==> config.mk <==
export PLATFORM = sky130hd
export DESIGN_NAME = po_capture_fifo_flat
export DESIGN_NICKNAME = d
export VERILOG_FILES = /design/src/rtl/po_capture_fifo_if.sv /design/src/rtl/po_capture_fifo.sv /design/src/flat_wrapper.sv
export SDC_FILE = /design/constraint.sdc
export NUM_CORES = 1
export LEC_CHECK = 0
export ABC_AREA = 1
export CAP_MARGIN = 20
export CORE_AREA = 5 5 139 141
export DETAILED_ROUTE_END_ITERATION = 8
export DIE_AREA = 0 0 144 146
export PLACE_DENSITY_LB_ADDON = 0.15
export SLEW_MARGIN = 15
export SYNTH_ARGS = -nofsm -noshare
export SYNTH_HDL_FRONTEND = slang
export SYNTH_SLANG_ARGS = --single-unit
==> constraint.sdc <==
create_clock -name clk -period 6.4 [get_ports clk]
set_clock_uncertainty 0.1 [all_clocks]
set_input_delay 1.6 -clock clk [delete_from_list [all_inputs] [get_ports clk]]
set_output_delay 1.6 -clock clk [all_outputs]
set_load 0.02 [all_outputs]
==> src/rtl/po_capture_fifo_if.sv <==
// Bundle of capture-side and consumer-side signals for po_capture_fifo.
// The master modport is the producer/consumer environment; the FIFO is the slave.
interface po_capture_fifo_if #(
  parameter int WIDTH = 21,
  parameter int DEPTH = 4
);
  localparam int CW = $clog2(DEPTH) + 1;

  logic [WIDTH-1:0] in_vec;
  logic             in_strobe;
  logic             chg_en;
  logic             out_valid;
  logic             out_ready;
  logic [WIDTH-1:0] out_data;
  logic [CW-1:0]    count;
  logic             ovf;
  logic             ovf_clr;
  logic [7:0]       drop_cnt;

  modport master (
    output in_vec, in_strobe, chg_en, out_ready, ovf_clr,
    input  out_valid, out_data, count, ovf, drop_cnt
  );

  modport slave (
    input  in_vec, in_strobe, chg_en, out_ready, ovf_clr,
    output out_valid, out_data, count, ovf, drop_cnt
  );
endinterface

==> src/rtl/po_capture_fifo.sv <==
// Capture FIFO for an upstream result vector: pushes on strobe or on change,
// first-word fall-through read side, sticky overflow and saturating drop counter.
module po_capture_fifo #(
  parameter int WIDTH = 21,
  parameter int DEPTH = 4
) (
  input logic              clk,
  input logic              rst,
  po_capture_fifo_if.slave bus
);
  localparam int AW = (DEPTH > 1) ? $clog2(DEPTH) : 1;
  localparam int CW = $clog2(DEPTH) + 1;

  logic [WIDTH-1:0] mem [DEPTH];
  logic [AW-1:0]    wr_ptr_q, wr_ptr_d;
  logic [AW-1:0]    rd_ptr_q, rd_ptr_d;
  logic [CW-1:0]    count_q, count_d;
  logic [WIDTH-1:0] last_vec_q;
  logic             ovf_q, ovf_d;
  logic [7:0]       drop_cnt_q, drop_cnt_d;

  logic push_req, pop, full, push_ok, drop;

  // Read handshake: an entry transfers on a cycle where out_valid and out_ready
  // are both high; out_ready is ignored while out_valid is low.
  assign full     = (count_q == CW'(DEPTH));
  assign pop      = (count_q != '0) && bus.out_ready;
  assign push_req = bus.in_strobe || (bus.chg_en && (bus.in_vec != last_vec_q));
  // A full FIFO still takes the word when the head leaves in the same cycle.
  assign push_ok  = push_req && (!full || pop);
  assign drop     = push_req && !push_ok;

  always_comb begin
    wr_ptr_d   = wr_ptr_q;
    rd_ptr_d   = rd_ptr_q;
    count_d    = count_q;
    ovf_d      = ovf_q;
    drop_cnt_d = drop_cnt_q;
    if (push_ok) wr_ptr_d = wr_ptr_q + AW'(1);
    if (pop)     rd_ptr_d = rd_ptr_q + AW'(1);
    case ({push_ok, pop})
      2'b10:   count_d = count_q + CW'(1);
      2'b01:   count_d = count_q - CW'(1);
      default: count_d = count_q;
    endcase
    if (drop) begin
      ovf_d = 1'b1;
      if (drop_cnt_q != 8'hFF) drop_cnt_d = drop_cnt_q + 8'd1;
    end else if (bus.ovf_clr) begin
      ovf_d = 1'b0;
    end
  end

  always_ff @(posedge clk) begin
    if (rst) begin
      wr_ptr_q   <= '0;
      rd_ptr_q   <= '0;
      count_q    <= '0;
      last_vec_q <= '0;
      ovf_q      <= 1'b0;
      drop_cnt_q <= '0;
    end else begin
      wr_ptr_q   <= wr_ptr_d;
      rd_ptr_q   <= rd_ptr_d;
      count_q    <= count_d;
      last_vec_q <= bus.in_vec;
      ovf_q      <= ovf_d;
      drop_cnt_q <= drop_cnt_d;
    end
  end

  // Storage is not reset; stale entries are unreachable once count is zero.
  always_ff @(posedge clk) begin
    if (!rst && push_ok) mem[wr_ptr_q] <= bus.in_vec;
  end

  assign bus.out_valid = (count_q != '0);
  assign bus.out_data  = (count_q != '0) ? mem[rd_ptr_q] : '0;
  assign bus.count     = count_q;
  assign bus.ovf       = ovf_q;
  assign bus.drop_cnt  = drop_cnt_q;
endmodule
==> src/flat_wrapper.sv <==
// flat-port wrapper written by rule: the top's interface ports become plain ports
module po_capture_fifo_flat 
#(
  parameter int WIDTH = 21,
  parameter int DEPTH = 4
)
  (clk, rst, bus_in_vec, bus_in_strobe, bus_chg_en, bus_out_ready, bus_ovf_clr, bus_out_valid, bus_out_data, bus_count, bus_ovf, bus_drop_cnt);
  po_capture_fifo_if #(.WIDTH(WIDTH), .DEPTH(DEPTH)) bus_i ();
  input logic clk;
  input logic rst;
  input wire logic [$bits(bus_i.in_vec)-1:0] bus_in_vec;
  input wire logic [$bits(bus_i.in_strobe)-1:0] bus_in_strobe;
  input wire logic [$bits(bus_i.chg_en)-1:0] bus_chg_en;
  input wire logic [$bits(bus_i.out_ready)-1:0] bus_out_ready;
  input wire logic [$bits(bus_i.ovf_clr)-1:0] bus_ovf_clr;
  output wire logic [$bits(bus_i.out_valid)-1:0] bus_out_valid;
  output wire logic [$bits(bus_i.out_data)-1:0] bus_out_data;
  output wire logic [$bits(bus_i.count)-1:0] bus_count;
  output wire logic [$bits(bus_i.ovf)-1:0] bus_ovf;
  output wire logic [$bits(bus_i.drop_cnt)-1:0] bus_drop_cnt;
  assign bus_i.in_vec = bus_in_vec;
  assign bus_i.in_strobe = bus_in_strobe;
  assign bus_i.chg_en = bus_chg_en;
  assign bus_i.out_ready = bus_out_ready;
  assign bus_i.ovf_clr = bus_ovf_clr;
  assign bus_out_valid = bus_i.out_valid;
  assign bus_out_data = bus_i.out_data;
  assign bus_count = bus_i.count;
  assign bus_ovf = bus_i.ovf;
  assign bus_drop_cnt = bus_i.drop_cnt;
  po_capture_fifo #(.WIDTH(WIDTH), .DEPTH(DEPTH)) u_core (.clk(clk), .rst(rst), .bus(bus_i));
endmodule
==> run summary, run 1 <==
Switching portion of total power = 30.9%
Total GRT Usage = 12.2%
Seq/Total Area, Yosys = 63.1%
Maximum number of pins on one net before global-route repair = 44
Vias per std cell = 4.28
Power per unit of standard cell area = 383 mW/mm^2
Hold_buf cts = 0
Cell depth of the worst flop-to-flop path = 11
Post-layout instance count excluding filler cells = 868
Number of buffers inserted to repair setup after CTS = 0
Worst supply voltage drop on vdd = 0.316 mV
Total wire length = 11900 um
Length of the first detailed-routing pass in iterations = 4
Synthesized netlist net count = 593
Worst setup path category = reg -> out
CTS root buffer = sky130_fd_sc_hd__clkbuf_16
DRC Markers = 0
Largest fanout on the critical path = 43
Int Power = 0.00176 W
Die W = 144 um
Vias in the first global route = 3633
Syn Inst Count = 559
Core area = 0.0178 sq mm
Count of maximum capacitance violations = 0
Post-cts gate resize count = 0
Fillers = 1769
Clock power share = 35.3%
Setup violation total in the final timing report = 0
TritonCTS Buffers = 17
Net Switching = 0.000788 W
Number of placed I/O pins = 61
Post-synthesis instance area = 0.00523 sq mm
Synthesized area per cell = 9.36 sq um
Run status = finished, final reports clean
Least-Margin Pin Slew = 993 ps
Area share of the largest cell type after synthesis = 48.2%
Standard-cell row count = 49
Setup TNS = 0 ps
Dominant cells by area after synthesis = sky130_fd_sc_hd__edfxtp_1 (48%), sky130_fd_sc_hd__dfxtp_1 (15%), sky130_fd_sc_hd__nor2_1 (9.2%), sky130_fd_sc_hd__nand2_1 (6.0%), sky130_fd_sc_hd__inv_1 (5.2%)
Sinks on the clock net = 123
Share of total power in sequential cells = 36.6%
Reg-to-Reg Start = u_core.bus.count[1]
Height of the die = 146 um
Library cell with the largest summed area after synthesis = sky130_fd_sc_hd__edfxtp_1
Synthesized flop and latch total = 123
Overflow left after global routing = 0
Required time of the critical path = 4700 ps
Average wire per standard cell = 13.7 um
RSZ-0062 raised after global routing = no
Warning count from the yosys run = 0
Layout Cell Area excl Fill = 0.00666 sq mm
Post-layout net count = 659
Total number of H-tree levels = 4
Worst endpoint data arrival time = 2750 ps
Maximum buffer depth of the clock tree = 2
Number of enable flip-flop cells after synthesis = 84
Worst slew margin relative to its limit = 33.7%
Synth cell types = 24
Pre-CTS setup slack = 1960 ps
ANT nets after route = 0
R2R setup slack = 3660 ps
Clock transition at path regs = 50 ps
Min Tclk post-route = 4450 ps
Instance count after placement with tap cells included = 835
CTS tree = done
Vias post-DR = 3713
Antenna violations before repair = 0
Fmax = 0.224 GHz
Later-pin clock latency in the skew report = 410 ps
Cell Area, Placed = 0.00609 sq mm
Synthesis-to-finish area growth = 27.4%
R2R Path End = u_core.bus.count[2]
Fraction of layout cells with a size suffix above 1 = 9.56%
Fraction of power consumed by combinational cells = 28.0%
Least setup slack across all paths after layout = 1950 ps
Nature of the critical path endpoint = primary output
Wire length of the first global-routing pass = 19400 um
Port Buffer Count = 60
Startpoint kind of the worst setup timing path = register
Overall die area = 0.0210 sq mm
Class of the most critical hold timing path = reg -> reg
Final worst path period share = 69.6%
Final number of max-transition violations = 0
Startpoint of the worst hold path = u_core.rd_ptr_q[1]
Count of cells along the worst hold path = 2
Number of hold violations in the final report = 0
Starting density of the core = 29.3%
Ys flop type = sky130_fd_sc_hd__edfxtp_1
Routability congestion estimate from global placement = 0.755
Lkg Pwr = 2.60 nW
Synth async-reset ratio = 0%
Number of DRC markers in iteration 0 = 215
Detailed placer's ending HPWL = 7340 um
per-layer routing:
metal	vias to the layer above	wire length (um)	global-route usage, %	part of all wire [%]
met2	63	5670	19.1	48
met5	-	0	0	0
met1	1716	5430	15.4	46
met3	5	672	4.80	5.7
li1	1929	-	-	-
met4	0	97	3.86	0.82
final cells by class:
type | count | area [sq um] | share of cell area (%)
clock inverter | 8 | 67.6 | 1.01
multi-input combinational | 336 | 1550 | 23.2
sequential | 123 | 3300 | 49.6
antenna | 1 | 2.50 | 0.0376
inverter | 80 | 300 | 4.51
clock buffer | 24 | 502 | 7.53
timing repair buffer | 67 | 653 | 9.80
tap | 229 | 287 | 4.30
power groups by stage:
stage	combinational, W	clock, W	sequential (W)
6_report	0.000715	0.000901	0.000934
3_5_place_dp	0.000733	0	0.000950
2_1_floorplan	0.000396	0	0.000959
5_1_grt	0.000798	0.000965	0.000940
4_1_cts	0.000737	0.000931	0.000934
3_3_place_gp	0.000731	0	0.000950
flip-flops by register name (all words and copies together), names as in the netlist, named ones only:
name	cells
u_core.mem	84
u_core.last_vec_q	21
u_core.bus.drop_cnt	8
u_core.bus.count	3
u_core.rd_ptr_q	2
u_core.wr_ptr_q	2
u_core.bus.ovf	1
kinds of logic (layout without fill, tap and decap cells):
logic type,after synthesis,count (layout),share of synthesized area (%)
AND/OR/NAND/NOR,245,245,19.2
flip-flops,123,123,63.1
buffers and inverters,100,179,7.46
AO/OA/AOI/OAI,80,80,7.70
adder cells (fa/ha/maj),7,7,1.82
XOR/XNOR,4,4,0.670
other,0,1,0
cell usage after synthesis (all sizes together), types with 4 or more instances:
cell type  number
nor2          137
nand2          86
edfxtp         84
inv            80
o21ai          49
dfxtp          39
a21oi          30
clkbuf         12
nand3          11
nand4          10
buf             8
ha              6
xnor2           4
through the flow:
| step | util (%) | power [W] | hold WS [ps] |
|---|---|---|---|
| after floorplan | - | 0.00135 | 336 |
| after global placement | 34.1 | 0.00168 | 352 |
| after detailed placement | 34.1 | 0.00168 | 357 |
| after CTS | 37.3 | 0.00260 | 362 |
| after global routing | 37.3 | 0.00270 | 392 |
| final | 37.3 | 0.00255 | 359 |
layout by cell type, fill, tap and decap left out, drive strengths merged, types with 2 or more instances in the layout:
| master | n |
|---|---|
| nand4 | 10 |
| xnor2 | 4 |
| dfxtp | 39 |
| clkinv | 5 |
| clkbuf | 24 |
| nor2 | 137 |
| ha | 6 |
| a21oi | 30 |
| nand3 | 11 |
| edfxtp | 84 |
| clkdlybuf4s50 | 60 |
| nand2 | 86 |
| inv | 80 |
| buf | 7 |
| o21ai | 49 |
| clkinvlp | 2 |
how the worst max path moves through the flow:
stage | start | slack, ps | endpoint
6_report | register | 1950 | bus_out_data[0]
5_1_grt | register | 1680 | bus_out_data[8]
3_5_place_dp | bus_in_vec[17] | 1960 | u_core.bus.count[2]
3_3_place_gp | bus_in_vec[17] | 2000 | u_core.bus.count[2]
2_1_floorplan | bus_in_vec[20] | 2670 | u_core.mem[0][0]
4_1_cts | register | 1850 | bus_out_data[8]
worst max-delay path, cell delays in order, from the launching register on:
cell and delay (ps):
sky130_fd_sc_hd__dfxtp_1 290, sky130_fd_sc_hd__buf_4 270, sky130_fd_sc_hd__inv_2 580, sky130_fd_sc_hd__o21ai_0 200, sky130_fd_sc_hd__a21oi_1 320, sky130_fd_sc_hd__clkdlybuf4s50_1 680
Note: power is estimated with default switching activity, not from simulation.
==> run 2, diff against run 1 <==
==> constraint.sdc (replaced) <==
create_clock -name clk -period 3.95 [get_ports clk]
set_clock_uncertainty 0.1 [all_clocks]
set_input_delay 0.9875 -clock clk [delete_from_list [all_inputs] [get_ports clk]]
set_output_delay 0.9875 -clock clk [all_outputs]
set_load 0.02 [all_outputs]
==> run summary, run 2 (synthesis results as in run 1) <==
Length of the first detailed-routing pass in iterations = 4 (unchanged)
Vias post-DR = 3757 (was 3713)
Global-route track usage on met2 = 19.3% (was 19.1%)
Clock transition at path regs = 50 ps (about the same)
Vias in the first global route = 3743 (was 3633)
Worst setup path category = reg -> out (unchanged)
Synthesis-to-finish area growth = 28.3% (was 27.4%)
Count of cells along the worst hold path = 2 (unchanged)
GRT busiest layer = met2 (unchanged)
Number of hold violations in the final report = 0 (unchanged)
Hold_buf cts = 0 (unchanged)
Layout Cell Area excl Fill = 0.00671 sq mm (was 0.00666 sq mm)
Overflow left after global routing = 0 (unchanged)
Startpoint kind of the worst setup timing path = register (unchanged)
Count of maximum capacitance violations = 0 (unchanged)
Largest fanout on the critical path = 23 (was 43)
DRC Markers = 0 (unchanged)
Die W = 144 um (unchanged)
Least-Margin Pin Slew = 949 ps (was 993 ps)
Min Tclk post-route = 3750 ps
Standard-cell row count = 49 (unchanged)
TritonCTS Buffers = 17 (unchanged)
CTS root buffer = sky130_fd_sc_hd__clkbuf_16 (unchanged)
CTS tree = done (unchanged)
Hold Slack = 367 ps (was 359 ps)
Nature of the critical path endpoint = primary output (unchanged)
Detailed placer's ending HPWL = 7490 um (was 7340 um)
Sinks on the clock net = 123 (unchanged)
Overall die area = 0.0210 sq mm (unchanged)
Pre-CTS setup slack = 194 ps (was 1960 ps)
RSZ-0062 raised after global routing = no (unchanged)
Class of the most critical hold timing path = reg -> reg (unchanged)
Most common cell after layout, fill and taps aside = sky130_fd_sc_hd__nor2_1 (unchanged)
Commonest cells after routing, fill and taps aside = sky130_fd_sc_hd__nor2_1 (124), sky130_fd_sc_hd__edfxtp_1 (84), sky130_fd_sc_hd__nand2_1 (83), sky130_fd_sc_hd__inv_1 (71), sky130_fd_sc_hd__clkdlybuf4s50_1 (59) (was sky130_fd_sc_hd__nor2_1 (124), sky130_fd_sc_hd__edfxtp_1 (84), sky130_fd_sc_hd__nand2_1 (83), sky130_fd_sc_hd__inv_1 (72), sky130_fd_sc_hd__clkdlybuf4s50_1 (60))
Height of the die = 146 um (unchanged)
Fillers = 1784 (was 1769)
Cell depth of the worst flop-to-flop path = 11 (unchanged)
Worst supply voltage drop on vdd = 0.324 mV (was 0.316 mV)
Run status = finished, final reports clean (unchanged)
Setup violation total in the final timing report = 0 (unchanged)
Post-layout net count = 663 (was 659)
Antenna violations before repair = 0 (unchanged)
Final number of max-transition violations = 0 (unchanged)
Number of placed I/O pins = 61 (unchanged)
Power per unit of standard cell area = 626 mW/mm^2 (was 383 mW/mm^2)
Total GRT Usage = 12.0% (was 12.2%)
Fraction of layout cells with a size suffix above 1 = 10.3% (was 9.56%)
Worst endpoint data arrival time = 2660 ps (was 2750 ps)
Least setup slack across all paths after layout = 202 ps (was 1950 ps)
FF/Latch Area = 0.00330 sq mm (unchanged)
Core area = 0.0178 sq mm (unchanged)
Number of DRC markers in iteration 0 = 177 (was 215)
Met1 routing resource usage after global routing = 14.9% (was 15.4%)
Total number of H-tree levels = 4 (unchanged)
Area of the multi-input gates = 0.00155 sq mm (unchanged)
Maximum buffer depth of the clock tree = 2 (unchanged)
Average wire per standard cell = 13.7 um (about the same)
Wire length of the first global-routing pass = 19300 um (was 19400 um)
Antenna diodes = 0 (was 1)
Worst slew margin relative to its limit = 36.7% (was 33.7%)
Required time of the critical path = 2860 ps (was 4700 ps)
Register with the most flip-flops = u_core.mem (unchanged)
Starting density of the core = 29.3% (unchanged)
Fmax = 0.267 GHz
Number of flip-flops under the largest register name = 84 (unchanged)
Cell Area, Placed = 0.00611 sq mm (was 0.00609 sq mm)
Maximum number of pins on one net before global-route repair = 43 (was 44)
Met3 capacity usage during global routing = 3.78% (was 4.80%)
Final worst path period share = 94.9%
Port Buffer Count = 60 (unchanged)
Setup TNS = 0 ps (unchanged)
ANT nets after route = 0 (unchanged)
Later-pin clock latency in the skew report = 410 ps (about the same)
Routability congestion estimate from global placement = 0.760 (was 0.755)
Lkg Pwr = 2.62 nW (was 2.60 nW)
Vias per std cell = 4.31 (was 4.28)
Total wire length = 11900 um (about the same)
## run 2: cell count changes in the layout (fill, tap and decap cells not counted), moves of 2 or more
| cell | before | now |
|---|---|---|
| sky130_fd_sc_hd__bufinv_16 | 1 | 3 |
| sky130_fd_sc_hd__clkbuf_8 | 5 | 0 |
| sky130_fd_sc_hd__buf_4 | 7 | 10 |
| sky130_fd_sc_hd__clkinvlp_4 | 2 | 6 |
## run 2: final cells by class
type	count	area share (%)
multi-input combinational	336	23.1
timing repair inverter	1	0.112
clock inverter	13	2.26
inverter	80	4.53
clock buffer	19	6.45
sequential	123	49.2
timing repair buffer	70	10.1
tap	229	4.27
## run 2: worst max-delay path, cell delays in order (launching register included)
cell,delay [ps]
sky130_fd_sc_hd__dfxtp_1,300
sky130_fd_sc_hd__buf_4,310
sky130_fd_sc_hd__clkinvlp_4,410
sky130_fd_sc_hd__nor2_1,170
sky130_fd_sc_hd__o21ai_0,90
sky130_fd_sc_hd__a21oi_1,290
sky130_fd_sc_hd__clkdlybuf4s50_1,670
## run 2: where the power goes
part / leakage [nW] / switching [W] / total, W / internal [W]
registers: 1.09 / 0.0000395 / 0.00152 / 0.00148
clock network: 0.274 / 0.000540 / 0.00152 / 0.000982
logic: 1.26 / 0.000720 / 0.00116 / 0.000440
## run 2: worst paths after layout
| check | from | to | slack (ps) |
|---|---|---|---|
| worst min register to register | u_core.rd_ptr_q[1] | u_core.rd_ptr_q[1] | 370 |
| worst max-delay path | register | bus_out_data[8] | 200 |
| worst min-delay path | u_core.rd_ptr_q[1] | u_core.rd_ptr_q[1] | 370 |
| worst max register to register | u_core.bus.count[1] | u_core.bus.count[2] | 1200 |
## run 2: per-stage QoR
stage | util [%] | cells | total power, W
finish | 37.6 | 871 | 0.00420
detailed placement | 34.3 | 838 | 0.00272
global placement | 34.3 | 838 | 0.00272
global route | 37.6 | 871 | 0.00445
CTS | 37.5 | 870 | 0.00427
floorplan | - | 559 | 0.00220
## run 2: routing by layer
metal	wire length (um)	part of all wire (%)	vias to the layer above
met3	545	4.6	16
li1	-	-	1943
met5	0	0	-
met4	206	1.7	0
met1	5410	45	1734
met2	5770	48	64
## run 2: timing repair
| action | 4_1_cts | 5_1_grt |
|---|---|---|
| hold endpoints to repair | 0 | 0 |
| gates resized for setup | 0 | 3 |
| setup endpoints to repair | 0 | 4 |
| setup buffers | 0 | 0 |
==> run 3, diff against run 2 <==
--- a/config.mk
+++ b/config.mk
@@ -7,9 +7,9 @@
 export LEC_CHECK = 0
 export ABC_AREA = 1
 export CAP_MARGIN = 20
-export CORE_AREA = 5 5 139 141
+export CORE_AREA = 2 2 136 138
 export DETAILED_ROUTE_END_ITERATION = 8
-export DIE_AREA = 0 0 144 146
+export DIE_AREA = 0 0 138 140
 export PLACE_DENSITY_LB_ADDON = 0.15
 export SLEW_MARGIN = 15
 export SYNTH_ARGS = -nofsm -noshare
==> run summary, run 3 (synthesis results as in run 1) <==
Commonest cells after routing, fill and taps aside = sky130_fd_sc_hd__nor2_1 (124), sky130_fd_sc_hd__edfxtp_1 (84), sky130_fd_sc_hd__nand2_1 (83), sky130_fd_sc_hd__inv_1 (72), sky130_fd_sc_hd__clkdlybuf4s50_1 (60) (was sky130_fd_sc_hd__nor2_1 (124), sky130_fd_sc_hd__edfxtp_1 (84), sky130_fd_sc_hd__nand2_1 (83), sky130_fd_sc_hd__inv_1 (71), sky130_fd_sc_hd__clkdlybuf4s50_1 (59))
Total GRT Usage = 13.3% (was 12.0%)
Height of the die = 140 um (was 146 um)
Fmax = 0.258 GHz (was 0.267 GHz)
Startpoint kind of the worst setup timing path = register (unchanged)
Worst setup path category = reg -> out (unchanged)
Lkg Pwr = 2.63 nW (was 2.62 nW)
Least-Margin Pin Slew = 1010 ps (was 949 ps)
Overflow left after global routing = 0 (unchanged)
Vias per std cell = 4.37 (was 4.31)
Nature of the critical path endpoint = primary output (unchanged)
Worst slew margin relative to its limit = 32.4% (was 36.7%)
Starting density of the core = 29.4% (was 29.3%)
Register with the most flip-flops = u_core.mem (unchanged)
ANT nets after route = 0 (unchanged)
Maximum number of pins on one net before global-route repair = 43 (unchanged)
Number of buffers inserted to repair setup after CTS = 0 (unchanged)
Hold_buf cts = 0 (unchanged)
Most common cell after layout, fill and taps aside = sky130_fd_sc_hd__nor2_1 (unchanged)
Count of maximum capacitance violations = 0 (unchanged)
Wire length of the first global-routing pass = 19700 um (was 19300 um)
Run status = finished, final reports clean (unchanged)
Later-pin clock latency in the skew report = 410 ps (about the same)
Standard-cell row count = 49 (unchanged)
Startpoint of the worst hold path = u_core.rd_ptr_q[1] (unchanged)
Post-cts gate resize count = 0 (unchanged)
Largest fanout on the critical path = 22 (was 23)
CTS root buffer = sky130_fd_sc_hd__clkbuf_16 (unchanged)
CTS tree = done (unchanged)
Power per unit of standard cell area = 616 mW/mm^2 (was 626 mW/mm^2)
Number of hold violations in the final report = 0 (unchanged)
Routability congestion estimate from global placement = 0.748 (was 0.760)
Antenna diodes = 0 (unchanged)
Antenna violations before repair = 0 (unchanged)
Worst endpoint data arrival time = 2790 ps (was 2660 ps)
DRC Markers = 0 (unchanged)
Pre-CTS setup slack = 196 ps (was 194 ps)
Final worst path period share = 98.2% (was 94.9%)
Post-layout net count = 664 (was 663)
RSZ-0062 raised after global routing = yes (was no)
Synthesis-to-finish area growth = 28.0% (was 28.3%)
Worst supply voltage drop on vdd = 0.567 mV (was 0.324 mV)
Detailed placer's ending HPWL = 7450 um (was 7490 um)
Sinks on the clock net = 123 (unchanged)
Vias post-DR = 3805 (was 3757)
Port Buffer Count = 60 (unchanged)
Number of DRC markers in iteration 0 = 226 (was 177)
Total number of H-tree levels = 4 (unchanged)
TritonCTS Buffers = 17 (unchanged)
Die W = 138 um (was 144 um)
Setup violation total in the final timing report = 0 (unchanged)
Required time of the critical path = 2860 ps (about the same)
Average wire per standard cell = 13.9 um (was 13.7 um)
Overall die area = 0.0193 sq mm (was 0.0210 sq mm)
Core area = 0.0178 sq mm (about the same)
Maximum buffer depth of the clock tree = 2 (unchanged)
Clock transition at path regs = 50 ps (about the same)
Total wire length = 12100 um (was 11900 um)
Min Tclk post-route = 3880 ps (was 3750 ps)
Layout Cell Area excl Fill = 0.00669 sq mm (was 0.00671 sq mm)
Class of the most critical hold timing path = reg -> reg (unchanged)
Cell Area, Placed = 0.00615 sq mm (was 0.00611 sq mm)
Length of the first detailed-routing pass in iterations = 5 (was 4)
Final number of max-transition violations = 0 (unchanged)
Reg-to-Reg Start = u_core.bus.count[1] (unchanged)
Least setup slack across all paths after layout = 71.7 ps (was 202 ps)
Vias in the first global route = 3882 (was 3743)
Number of flip-flops under the largest register name = 84 (unchanged)
Number of placed I/O pins = 61 (unchanged)
Fraction of layout cells with a size suffix above 1 = 10.1% (was 10.3%)
==> run 3: cell count changes in the layout (fill, tap and decap cells not counted), sizes merged <==
cell,delta
clkinv,+3
clkdlybuf4s50,+1
buf,+2
inv,+1
clkbuf,+1
dlymetal6s2s,-1
bufinv,-1
clkinvlp,-6
==> run 3: where the power goes <==
part | switching (W) | internal (W) | total (W)
Combinational | 0.000729 | 0.000450 | 0.00118
Clock | 0.000518 | 0.000910 | 0.00143
Sequential | 0.0000397 | 0.00148 | 0.00152
==> run 3: path summary, 6_finish.rpt <==
path	cells after the start	slack [ps]	endpoint
min reg2reg	2	370	register
max reg2reg	11	1180	u_core.bus.count[2]
min	2	370	register
max	6	70	bus_out_data[0]
==> run 3: worst max-delay path: stages, from the launching register on <==
cell	delay (ps)
sky130_fd_sc_hd__dfxtp_1	300
sky130_fd_sc_hd__buf_4	310
sky130_fd_sc_hd__inv_1	490
sky130_fd_sc_hd__nor2_1	210
sky130_fd_sc_hd__o21ai_0	100
sky130_fd_sc_hd__a21oi_1	300
sky130_fd_sc_hd__clkdlybuf4s50_1	680
==> run 3: cell type report <==
class | count | area (sq um)
clock inverters | 11 | 104
inverters | 80 | 300
multi-input cells | 336 | 1550
clock buffers | 20 | 437
well taps | 229 | 287
fillers | 1794 | 11100
repair buffers | 72 | 716
flip-flops and latches | 123 | 3300
==> run 3: per-layer routing <==
layer	vias to the layer above	track usage (%)	wire length, um	share of wire [%]
li1	1937	-	-	-
met1	1794	16.1	5680	47
met2	56	22.3	5890	49
met3	18	3.25	304	2.5
met4	0	6.61	271	2.2
met5	-	0	0	0
==> run 3: metrics by stage <==
stage / power (W) / util, % / cells / TNS [ps] / hold slack (ps)
after global placement: 0.00273 / 34.6 / 840 / 0 / 353
after global routing: 0.00435 / 37.6 / 871 / -498 / 409
after floorplan: 0.00220 / - / 559 / 0 / 336
after detailed placement: 0.00274 / 34.6 / 840 / 0 / 361
after CTS: 0.00419 / 37.6 / 871 / 0 / 373
final: 0.00412 / 37.6 / 871 / 0 / 372
